**src/rtl/if_id_skid_stage_pkg.sv**
```systemverilog
// Shared CPU definitions: opcode field values, immediate-extend select codes,
// the NOP word and the IF/ID occupancy state type.
package if_id_skid_stage_pkg;

  localparam logic [15:0] NOP_INST = 16'h0800;

  localparam logic [4:0] OP_ADDIU  = 5'b01001;
  localparam logic [4:0] OP_BEQZ   = 5'b00100;
  localparam logic [4:0] OP_BNEZ   = 5'b00101;
  localparam logic [4:0] OP_ADDSP  = 5'b01100;  // shared with BTEQZ
  localparam logic [4:0] OP_LW_SP  = 5'b10010;
  localparam logic [4:0] OP_SW_SP  = 5'b11010;
  localparam logic [4:0] OP_CMPI   = 5'b01110;
  localparam logic [4:0] OP_SLTI   = 5'b01010;
  localparam logic [4:0] OP_ADDIU3 = 5'b01000;
  localparam logic [4:0] OP_B      = 5'b00010;
  localparam logic [4:0] OP_LI     = 5'b01101;
  localparam logic [4:0] OP_SLTUI  = 5'b01011;
  localparam logic [4:0] OP_LW     = 5'b10011;
  localparam logic [4:0] OP_SW     = 5'b11011;
  localparam logic [4:0] OP_SHIFT  = 5'b00110;

  localparam logic [2:0] IMM_SEL_S8    = 3'd0;
  localparam logic [2:0] IMM_SEL_S4    = 3'd1;
  localparam logic [2:0] IMM_SEL_S11   = 3'd2;
  localparam logic [2:0] IMM_SEL_NONE  = 3'd3;
  localparam logic [2:0] IMM_SEL_Z8    = 3'd4;
  localparam logic [2:0] IMM_SEL_S5    = 3'd5;
  localparam logic [2:0] IMM_SEL_SHAMT = 3'd6;

  typedef enum logic [1:0] {
    OCC_EMPTY = 2'd0,
    OCC_ONE   = 2'd1,
    OCC_TWO   = 2'd2
  } occ_state_e;

endpackage

```
**src/rtl/if_id_skid_stage_imm_sel_decode.sv**
```systemverilog
// Combinational opcode -> immediate-extend select decode.
module if_id_skid_stage_imm_sel_decode
  import if_id_skid_stage_pkg::*;
(
  input  logic [4:0] op,
  output logic [2:0] imm_sel
);

  always_comb begin
    imm_sel = IMM_SEL_NONE;
    case (op)
      OP_ADDIU, OP_BEQZ, OP_BNEZ, OP_ADDSP,
      OP_LW_SP, OP_SW_SP, OP_CMPI, OP_SLTI: imm_sel = IMM_SEL_S8;
      OP_ADDIU3:                            imm_sel = IMM_SEL_S4;
      OP_B:                                 imm_sel = IMM_SEL_S11;
      OP_LI, OP_SLTUI:                      imm_sel = IMM_SEL_Z8;
      OP_LW, OP_SW:                         imm_sel = IMM_SEL_S5;
      OP_SHIFT:                             imm_sel = IMM_SEL_SHAMT;
      default:                              imm_sel = IMM_SEL_NONE;
    endcase
  end

endmodule

```
**src/rtl/if_id_skid_stage.sv**
```systemverilog
// IF/ID stage with a main register and one skid entry; presents a registered
// immediate-select code decoded as each word enters the main register.
//
// Handshake: a word moves on an edge where valid and ready are both high at
// that edge (accept = f_valid & f_ready, consume = d_valid & d_ready); valid
// and payload must not change while ready is low.
module if_id_skid_stage #(
  parameter int                 DATA_W   = 16,
  parameter logic [DATA_W-1:0]  NOP_INST = if_id_skid_stage_pkg::NOP_INST
) (
  input  logic                             clk,
  input  logic                             rst,
  input  logic                             f_valid,
  output logic                             f_ready,
  input  logic [DATA_W-1:0]                f_pc,
  input  logic [DATA_W-1:0]                f_inst,
  input  logic                             flush,
  output logic                             d_valid,
  input  logic                             d_ready,
  output logic [DATA_W-1:0]                d_pc,
  output logic [DATA_W-1:0]                d_inst,
  output logic [2:0]                       d_imm_sel,
  output if_id_skid_stage_pkg::occ_state_e occ_state
);
  import if_id_skid_stage_pkg::*;

  occ_state_e        state_q, state_d;
  logic [DATA_W-1:0] main_pc_q, main_inst_q;
  logic [2:0]        main_sel_q;
  logic [DATA_W-1:0] skid_pc_q, skid_inst_q;

  logic              accept, consume;
  logic              load_main, main_from_skid, load_skid, clear_main;
  logic [DATA_W-1:0] mux_pc, mux_inst;
  logic [2:0]        mux_sel;

  // Ready and valid both come straight off the occupancy register.
  assign f_ready   = (state_q != OCC_TWO);
  assign d_valid   = (state_q != OCC_EMPTY);
  assign accept    = f_valid & f_ready;
  assign consume   = d_valid & d_ready;
  assign occ_state = state_q;

  always_comb begin
    state_d        = state_q;
    load_main      = 1'b0;
    main_from_skid = 1'b0;
    load_skid      = 1'b0;
    clear_main     = 1'b0;
    if (flush) begin
      state_d    = OCC_EMPTY;
      clear_main = 1'b1;
    end else begin
      case (state_q)
        OCC_EMPTY: begin
          if (accept) begin
            state_d   = OCC_ONE;
            load_main = 1'b1;
          end
        end
        OCC_ONE: begin
          if (accept && consume) begin
            load_main = 1'b1;
          end else if (accept) begin
            state_d   = OCC_TWO;
            load_skid = 1'b1;
          end else if (consume) begin
            state_d    = OCC_EMPTY;
            clear_main = 1'b1;
          end
        end
        OCC_TWO: begin
          if (consume) begin
            state_d        = OCC_ONE;
            load_main      = 1'b1;
            main_from_skid = 1'b1;
          end
        end
        default: begin
          state_d    = OCC_EMPTY;
          clear_main = 1'b1;
        end
      endcase
    end
  end

  assign mux_pc   = main_from_skid ? skid_pc_q   : f_pc;
  assign mux_inst = main_from_skid ? skid_inst_q : f_inst;

  if_id_skid_stage_imm_sel_decode u_imm_sel_decode (
    .op      (mux_inst[DATA_W-1 -: 5]),
    .imm_sel (mux_sel)
  );

  always_ff @(posedge clk or negedge rst) begin
    if (!rst) state_q <= OCC_EMPTY;
    else      state_q <= state_d;
  end

  // An empty main register shows the idle values so decode sees a clean NOP.
  always_ff @(posedge clk or negedge rst) begin
    if (!rst) begin
      main_pc_q   <= '0;
      main_inst_q <= NOP_INST;
      main_sel_q  <= IMM_SEL_NONE;
    end else if (clear_main) begin
      main_pc_q   <= '0;
      main_inst_q <= NOP_INST;
      main_sel_q  <= IMM_SEL_NONE;
    end else if (load_main) begin
      main_pc_q   <= mux_pc;
      main_inst_q <= mux_inst;
      main_sel_q  <= mux_sel;
    end
  end

  always_ff @(posedge clk or negedge rst) begin
    if (!rst) begin
      skid_pc_q   <= '0;
      skid_inst_q <= '0;
    end else if (load_skid) begin
      skid_pc_q   <= f_pc;
      skid_inst_q <= f_inst;
    end
  end

  assign d_pc      = main_pc_q;
  assign d_inst    = main_inst_q;
  assign d_imm_sel = main_sel_q;

endmodule
```
**config.mk**
```make
export PLATFORM = sky130hd
export DESIGN_NAME = if_id_skid_stage
export DESIGN_NICKNAME = d
export VERILOG_FILES = /design/src/rtl/if_id_skid_stage_pkg.sv /design/src/rtl/if_id_skid_stage_imm_sel_decode.sv /design/src/rtl/if_id_skid_stage.sv
export SDC_FILE = /design/constraint.sdc
export NUM_CORES = 1
export LEC_CHECK = 0
export BUFFER_PORTS_ARGS = -buffer_cell sky130_fd_sc_hd__buf_4
export CAP_MARGIN = 20
export CORE_AREA = 5 5 109 111
export DETAILED_ROUTE_END_ITERATION = 10
export DIE_AREA = 0 0 114 116
export GPL_TIMING_DRIVEN = 0
export PLACE_DENSITY = 0.47
export SLEW_MARGIN = 0
export SYNTH_ARGS = -nofsm -noshare
export SYNTH_HDL_FRONTEND = slang
export SYNTH_HIERARCHICAL = 1
export SYNTH_SLANG_ARGS = --single-unit
```
**constraint.sdc**
```tcl
create_clock -name clk -period 2.8 [get_ports clk]
set_input_delay 0 -clock clk [delete_from_list [all_inputs] [get_ports clk]]
set_output_delay 0 -clock clk [all_outputs]
set_load 0.02 [all_outputs]
```
Word level (Yosys, flattened, before mapping)
Memory sizes are Yosys's and may differ from the RTL's.
Index checks and enable logic that the tools add are counted.
{ "totals": {"regBits": 69, "latchBits": 0, "ram_bits": 0, "romBits": 96, "out_inout_bits": 39, "wordCells": 51, "memories": 1} }
{ "op_classes": {"add_sub_neg": 0, "multipliers": 0, "n_div": 0, "magnitude_cmp": 0, "eq_ne": 7, "shift": 0, "n_mux": 29, "bitwise_logic": 2, "reduce_logical": 6} }
{ "mem_list": {"columns": ["memory", "depth", "word_bits", "rd", "rd_ports_with_merged_regs", "write_ports", "line", "source"], "rows": [
  ["(no name shown)", 32, 3, 1, 0, 0, "if_id_skid_stage_imm_sel_decode.sv:11", "case (op)"]
]} }
{ "op_table": {"columns": ["operator", "count"], "rows": [
  ["two-way mux 16 bit", 6],
  ["two-way mux 1 bit", 12],
  ["two-way mux 2 bit", 6],
  ["inequality test 3 bit (second input constant)", 3],
  ["two-way mux 3 bit", 2],
  ["case mux 2 bit (3 select lines)", 1],
  ["inequality test 4 bit (second input constant)", 1],
  ["AND reduction 4 bit", 1],
  ["nonzero test 2 bit", 2],
  ["case mux 1 bit (3 select lines)", 1],
  ["bitwise AND 1 bit", 2],
  ["== test 2 x 1 -> 1 bit (second input constant)", 1],
  ["== test 2 bit (second input constant)", 1],
  ["logical NOT 2 bit", 1],
  ["inequality test 2 bit (second input constant)", 1],
  ["case mux 1 bit (2 select lines)", 1],
  ["OR reduction 2 bit", 1],
  ["logical AND 1 bit", 1]
]} }

Logic depth before layout (Yosys ltp)
Gate-level depths: netlist (run 1).
An unclocked memory read counts as a cell.
{ "logic_depth": {"depth_word": 9, "mapped_depth": 11, "mapped_depth_nobuf": 8} }

Cells and area by module
The synthesis (run 1) kept the hierarchy.
{ "modules_own_cells": {"columns": ["module", "n_inst", "cells_each", "area_per_inst_um2"], "rows": [
  ["if_id_skid_stage", 1, 211, 3057.9],
  ["if_id_skid_stage_imm_sel_decode", 1, 17, 106.4]
]} }

Worst setup path before layout (run 1)
Ideal clock, no wire load.
{ "synth_timing": {"path_kind": "flip-flop to flip-flop", "startpoint": "reg state_q[0], in the netlist occ_state[0]", "endpoint": "reg main_sel_q[1], in the netlist d_imm_sel[1]", "arrival_time_ns": 2.131, "required_time_ns": 2.725, "path_slack_ns": 0.594, "path_stages_with_launch": 11, "path_buffers": 3, "path_cell_list": "dfrtp_1 -> buf_6 -> and4bb_2 -> buf_4 -> buf_6 -> mux2i_1 -> inv_1 -> or2_1 -> and3_4 -> o21ai_2 -> a2bb2oi_1"} }
{ "synth_between": {"elab_chain_len": 9, "elab_cells_between_ends": 25, "cone_classes": "eq/ne: 3; mux: 14; bitwise: 2; reduce/logical: 5; memory: 1"} }
{ "synth_lines": {"columns": ["element", "line", "source"], "rows": [
  ["from (decl)", "if_id_skid_stage.sv:27", "occ_state_e state_q, state_d;"],
  ["from (signal assigned)", "if_id_skid_stage.sv:97", "else state_q <= state_d;"],
  ["nonzero test 2 bit", "if_id_skid_stage.sv:39", "assign d_valid = (state_q != OCC_EMPTY);"],
  ["bitwise AND 1 bit", "if_id_skid_stage.sv:41", "assign consume = d_valid & d_ready;"],
  ["two-way mux 1 bit", "if_id_skid_stage.sv:73", "if (consume) begin"],
  ["two-way mux 1 bit *", "if_id_skid_stage.sv:54", "case (state_q)"],
  ["two-way mux 1 bit *", "if_id_skid_stage.sv:50", "if (flush) begin"],
  ["two-way mux 16 bit *", "if_id_skid_stage.sv:88", "assign mux_inst = main_from_skid ? skid_inst_q : f_inst;"],
  ["named net mux_inst[14]", "if_id_skid_stage.sv:34", "logic [DATA_W-1:0] mux_pc, mux_inst;"],
  ["memory read (32 x 3 bit) *", null, null],
  ["named net mux_sel[1]", "if_id_skid_stage.sv:35", "logic [2:0] mux_sel;"],
  ["two-way mux 3 bit *", "if_id_skid_stage.sv:110", "end else if (load_main) begin"],
  ["two-way mux 3 bit *", "if_id_skid_stage.sv:106", "end else if (clear_main) begin"],
  ["to (signal assigned)", "if_id_skid_stage.sv:113", "main_sel_q <= mux_sel;"],
  ["to (decl)", "if_id_skid_stage.sv:29", "logic [2:0] main_sel_q;"]
]} }
Mark *: on every way through the listed nets, which the timed path passes. The rest lies on a longest branch. The select of a mux whose other input is x is not followed.
A chain may end at the register's enable or synchronous reset.

Final worst setup path (run 1)
Ends and elaborated chain as after synthesis.

==> results of run 1 <==
[cells in the final DEF (no fill, tap or decap), types with 2 or more instances in the layout]
master | netlist | routed
mux2_1 | 3 | 3
nand2_1 | 4 | 4
mux2_2 | 29 | 29
dlygate4sd3_1 | 0 | 35
inv_1 | 12 | 12
mux2i_1 | 32 | 32
buf_8 | 3 | 3
dfrtp_1 | 66 | 66
clkbuf_8 | 0 | 9
buf_4 | 5 | 80
nor2_1 | 4 | 4
clkinv_2 | 0 | 2
dfstp_2 | 3 | 3
buf_6 | 6 | 6
buf_2 | 2 | 2
clkinvlp_4 | 0 | 2
o2bb2ai_1 | 31 | 31
a2bb2oi_1 | 3 | 3
[how the worst max path moves through the flow]
stage / endpoint
5_1_grt: d_imm_sel[1]
3_3_place_gp: d_imm_sel[1]
6_report: d_imm_sel[1]
2_1_floorplan: d_imm_sel[1]
3_5_place_dp: d_imm_sel[1]
4_1_cts: d_imm_sel[1]
[cells in the mapped netlist, types with 3 or more instances]
master / n
inv_1: 12
nor2_1: 4
mux2_1: 3
buf_4: 5
nand2_1: 4
buf_8: 3
o2bb2ai_1: 31
a2bb2oi_1: 3
mux2i_1: 32
dfstp_2: 3
buf_6: 6
dfrtp_1: 66
mux2_2: 29
[report_power, final]
group | internal [W] | total (W) | leakage (nW) | switching [W]
registers | 0.00118 | 0.00126 | 0.874 | 0.0000883
clock network | 0.000410 | 0.000794 | 0.0923 | 0.000384
logic | 0.000292 | 0.000524 | 1.02 | 0.000233
total | 0.00188 | 0.00258 | 1.98 | 0.000705
[registers in the layout, summed over array words and instances (netlist names)]
signal and flops:
d_inst 16, d_pc 16, skid_inst_q 16, skid_pc_q 16, d_imm_sel 3, occ_state 2
[per-stage QoR]
| step | setup WS, ps | hold WS [ps] | util [%] | cells | cell area [um2] |
|---|---|---|---|---|---|
| final | 479 | 100 | 41.5 | 494 | 4440 |
| after global routing | 299 | 113 | 41.5 | 494 | 4440 |
| after CTS | 452 | 80.0 | 41.5 | 494 | 4440 |
| after detailed placement | 477 | 197 | 36.5 | 443 | 3900 |
| after global placement | 478 | 199 | 36.5 | 443 | 3900 |
| after floorplan | 594 | -296 | - | 228 | 3160 |
[routing by layer]
metal | wire [um] | part of all wire (%)
met3 | 484 | 6.4
met2 | 3210 | 42
met4 | 94 | 1.2
met1 | 3820 | 50
met5 | 0 | 0
[worst min-delay path, cell delays in order]
cell and delay, ps:
buf_4 110, nand2_1 50, a21oi_1 130, o21ba_2 120
[what timing repair did]
| action | 4_1_cts | 5_1_grt |
|---|---|---|
| resized for setup | 0 | 0 |
| hold endpoints to repair | 130 | 0 |
| hold buffers | 35 | 0 |
[cells by family (layout without fill, tap and decap cells)]
group	count (synthesis)	after routing	synth area share (%)
buffers and inverters	28	154	6.48
multiplexers	65	65	22.0
AND/OR/NAND/NOR	21	21	4.55
flip-flops	69	69	54.7
AO/OA/AOI/OAI	45	45	12.3
[final cells by class]
class / instances / area share [%]
inverter: 12 / 1.01
buffer: 16 / 3.60
timing repair buffer: 110 / 20.6
clock buffer: 10 / 2.87
sequential: 69 / 38.9
clock inverter: 6 / 1.44
tap: 140 / 3.94
multi-input combinational: 131 / 27.6
==> flow_metrics.py, run 1 <==
metrics = {
    "run_status": {
        "status": "complete, no violations",
    },
    "sta": {
        "max_slew_margin_pct": 40.1,
        "fin_tns_setup_ps": 0,
        "slew_violations": 0,
        "hold_viol": 0,
        "skew_ps": 12.5,
        "worst_pin_slew_ps": 898,
        "min_period_ps": 2320,
        "post-route-period-util_pct": 82.9,
        "setup_viol": 0,
        "max_freq_ghz": 0.431,
        "rsz0062_at_grt": "no",
    },
    "drt": {
        "ant_nets": 0,
        "wl_per_cell_um": 15.4,
        "dr.pass1.iters": 4,
        "detail_route.vias_per_cell": 4.59,
        "via_count": 2266,
        "drt-initial-drc-count": 81,
        "drc": 0,
        "drt-total-wl_um": 7610,
    },
    "die": {
        "die_h_um": 116,
        "rows": 38,
        "core_um2": 10700,
        "io_pins": 76,
        "die_w_um": 114,
        "die_area_um2": 13200,
        "start_util_pct": 29.6,
    },
    "global_routing": {
        "grt_pass1_vias": 2375,
        "antenna_found_initial": 0,
        "grt_max_degree": 70,
        "grt_use_met1_pct": 17.1,
        "grt_usage_pct": 12.1,
        "gr-total-overflow": 0,
        "busiest_layer": "met2",
        "grtUsageMet3_pct": 2.98,
        "use_met2_pct": 17.7,
        "grt_first_pass_wirelength_um": 12500,
    },
    "logic_synthesis": {
        "synth.area.top_cells": "dfrtp_1 (52%), mux2_2 (10%), mux2i_1 (10%)",
        "synth_cell_types": 39,
        "synth_ff_type": "dfrtp_1",
        "synthCells": 228,
        "async_flop_share_pct": 100,
        "syn_area_per_cell_um2": 13.9,
        "ys_warn_count": 6,
        "synth_top_area_share_pct": 52.2,
        "syn_area_um2": 3160,
        "synth_edf_count": 0,
        "synth_nets": 265,
        "synth_top_area_cell": "dfrtp_1",
        "synth-seq-area-share_pct": 54.7,
        "ys_seq_elements": 69,
    },
    "worst_setup_path": {
        "r2r_setup_slack_ps": 480,
        "critPathMaxFanout": 10,
        "r2r_start": "occ_state[0]",
        "worstSetupStartpointType": "register",
        "reg2reg_to": "d_imm_sel[1]",
        "path_common_cell": "buf_6",
        "critPathMaxStageDelay_ps": 390,
        "criticalPathCategory": "register to register",
        "crit_path_start": "occ_state[0]",
        "required_ps": 3070,
        "cp-end-kind": "register",
        "crit_chain": "buf_6 -> and4bb_2 -> buf_4 -> buf_6 -> mux2i_1 -> inv_1 -> or2_1 -> and3_4 -> o21ai_2 -> a2bb2oi_1",
        "cp_top_family": "simple AND/OR/NAND/NOR gates",
        "critPathBufInv": 4,
        "worstRegToRegCells": 10,
        "cp.depth": 10,
        "arrival_ps": 2590,
        "slowest_stage": "dfrtp_1",
    },
    "min_path": {
        "hp-start": "f_valid",
        "whs_path_depth": 4,
        "hold_end": "occ_state[0]",
        "hold_path.class": "input pin to register",
    },
    "layout": {
        "final_nets": 386,
        "area_delta_synth_final_pct": 40.5,
        "multiInputGateArea_um2": 1230,
        "fillers": 1046,
        "layout-drive-gt1-share_pct": 41.8,
        "regArea_um2": 1730,
        "num_antenna_cells": 0,
    },
    "cts": {
        "cts_buffers": 9,
        "clkSlewWorstSetupHoldPaths_ps": 70,
        "cts_buffer_depth": 2,
        "clk_latency_ps": 340,
        "clockRootBuffer": "clkbuf_8",
        "post-cts-setup-buffers": 0,
        "ctsHtreeMaxLevel": 3,
        "tritoncts": "done",
        "cts.sinks": 69,
    },
    "placed_design": {
        "dp_hpwl_um": 4950,
        "portBuffers": 75,
        "gp_congestion": 0.742,
    },
    "power_and_ir_drop": {
        "leakagePower_nw": 1.98,
        "finalPower_w": 0.00258,
        "peakVddDrop_uv": 237,
        "power_density_nw_per_um2": 581,
    },
    "job": {
        "drv_cap": 0,
    },
}
Power figures use the tool's default switching activity.
==> run 2, diff against run 1 <==
- clock period: 2.8 -> 2.25 ns (I/O delays scaled with it)
==> flow_metrics.py, run 2 (synthesized netlist as in run 1, its figures left out) <==
metrics = {
    "run_status": {
        "status": "complete, no violations",
    },
    "cts": {
        "clk_latency_ps": 340,
        "ctsHtreeMaxLevel": 3,
        "cts_buffer_depth": 2,
        "tritoncts": "done",
        "clockRootBuffer": "clkbuf_8",
        "cts_buffers": 9,
        "clkSlewWorstSetupHoldPaths_ps": 70,
        "cts.sinks": 69,
    },
    "sta": {
        "max_freq_ghz": 0.470,
        "finalWorstSetupSlack_ps": 125,
        "slew_violations": 0,
        "hold_viol": 0,
        "min_period_ps": 2130,
        "worst_pin_slew_ps": 896,
        "setup_viol": 0,
        "post-route-period-util_pct": 94.5,
        "max_slew_margin_pct": 40.2,
        "fin_tns_setup_ps": 0,
        "skew_ps": 12.4,
    },
    "min_path": {
        "hold_path.class": "input pin to register",
        "whs_path_depth": 4,
    },
    "layout": {
        "area_delta_synth_final_pct": 42.9,
        "mostFrequentLayoutCell": "buf_4",
        "finalCoreUtilization_pct": 42.3,
        "multiInputGateArea_um2": 1260,
        "fillers": 1044,
        "layout_common_cells": "buf_4 (84), dfrtp_1 (66), dlygate4sd3_1 (35)",
        "layout-drive-gt1-share_pct": 44.3,
        "final_nets": 391,
        "final_cells": 499,
        "num_antenna_cells": 0,
        "regArea_um2": 1730,
    },
    "die": {
        "die_area_um2": 13200,
        "io_pins": 76,
        "die_w_um": 114,
        "rows": 38,
        "die_h_um": 116,
        "start_util_pct": 29.6,
        "core_um2": 10700,
    },
    "placed_design": {
        "dp.cells": 443,
        "gp_congestion": 0.742,
        "portBuffers": 75,
        "dp_hpwl_um": 4950,
        "pre_cts_ws_ps": -73.2,
    },
    "worst_setup_path": {
        "criticalPathCategory": "register to register",
        "critPathMaxFanout": 10,
        "worstSetupStartpointType": "register",
        "arrival_ps": 2390,
        "cp-end-kind": "register",
        "worstRegToRegCells": 10,
        "required_ps": 2520,
    },
    "global_routing": {
        "grt_max_degree": 70,
        "grt_first_pass_wirelength_um": 12500,
        "grt_pass1_vias": 2387,
        "grt_usage_pct": 12.1,
        "gr-total-overflow": 0,
        "antenna_found_initial": 0,
    },
    "drt": {
        "detail_route.vias_per_cell": 4.64,
        "drc": 0,
        "drt-total-wl_um": 7550,
        "drt-initial-drc-count": 77,
        "dr.pass1.iters": 4,
        "wl_per_cell_um": 15.1,
        "via_count": 2314,
        "ant_nets": 0,
    },
    "power_and_ir_drop": {
        "peakVddDrop_uv": 295,
        "finalPower_w": 0.00323,
        "leakagePower_nw": 2.02,
        "power_density_nw_per_um2": 714,
    },
    "job": {
        "drv_cap": 0,
    },
}
## run 2: changes by cell type in the layout (fill, tap and decap cells not counted), sizes merged
cell / change
buf: +5
## run 2: through the flow
stage	hold slack [ps]	instance area (um2)
2_1_floorplan	-296	3160
4_1_cts	80.0	4480
6_report	98.2	4520
5_1_grt	113	4520
3_3_place_gp	199	3900
3_5_place_dp	197	3900
## run 2: metal layers
layer	part of all wire [%]	global-route usage (%)	wire length, um	up-vias
met5	0	0	0	-
met4	1.1	4.99	86	0
met3	6.8	2.98	515	7
met2	43	17.8	3240	71
met1	49	17.1	3700	1140
li1	-	-	-	1096
## run 2: critical path, stage by stage, from the launching register on
cell and delay, ps:
dfrtp_1 390, buf_6 140, and4bb_2 290, buf_6 130, buf_12 120, mux2i_4 240, inv_2 70, or2_1 250
and3_4 170, o21ai_2 100, a2bb2oi_1 150
## run 2: layout make-up
| type | instances | share of cell area, % |
|---|---|---|
| tap | 140 | 3.87 |
| clock buffer | 10 | 2.82 |
| clock inverter | 6 | 1.41 |
| multi-input combinational | 131 | 27.8 |
| buffer | 16 | 3.82 |
| timing repair buffer | 115 | 21.0 |
| inverter | 12 | 0.996 |
| sequential | 69 | 38.3 |
## run 2: final timing paths
kind,end,slack (ps),from
max in group asynchronous,d_pc[0],1350,rst
min in group asynchronous,occ_state[0],330,rst
max,d_imm_sel[1],120,occ_state[0]
min reg2reg,d_inst[11],470,d_inst[11]
max reg2reg,d_imm_sel[1],120,occ_state[0]
min,occ_state[0],100,f_valid
## run 2: where the power goes
part           internal [W]  switching [W]
Sequential          0.00146       0.000115
Clock              0.000510       0.000479
Combinational      0.000370       0.000291
Total               0.00234       0.000885
## run 2: what timing repair did
action                                  4_1_cts  5_1_grt
hold endpoints to repair                    131        0
resized for setup                             6        5
hold buffers                                 35        0
setup buffers                                 1        4
endpoints found under the setup margin        2        3
pin swaps                                     0        1
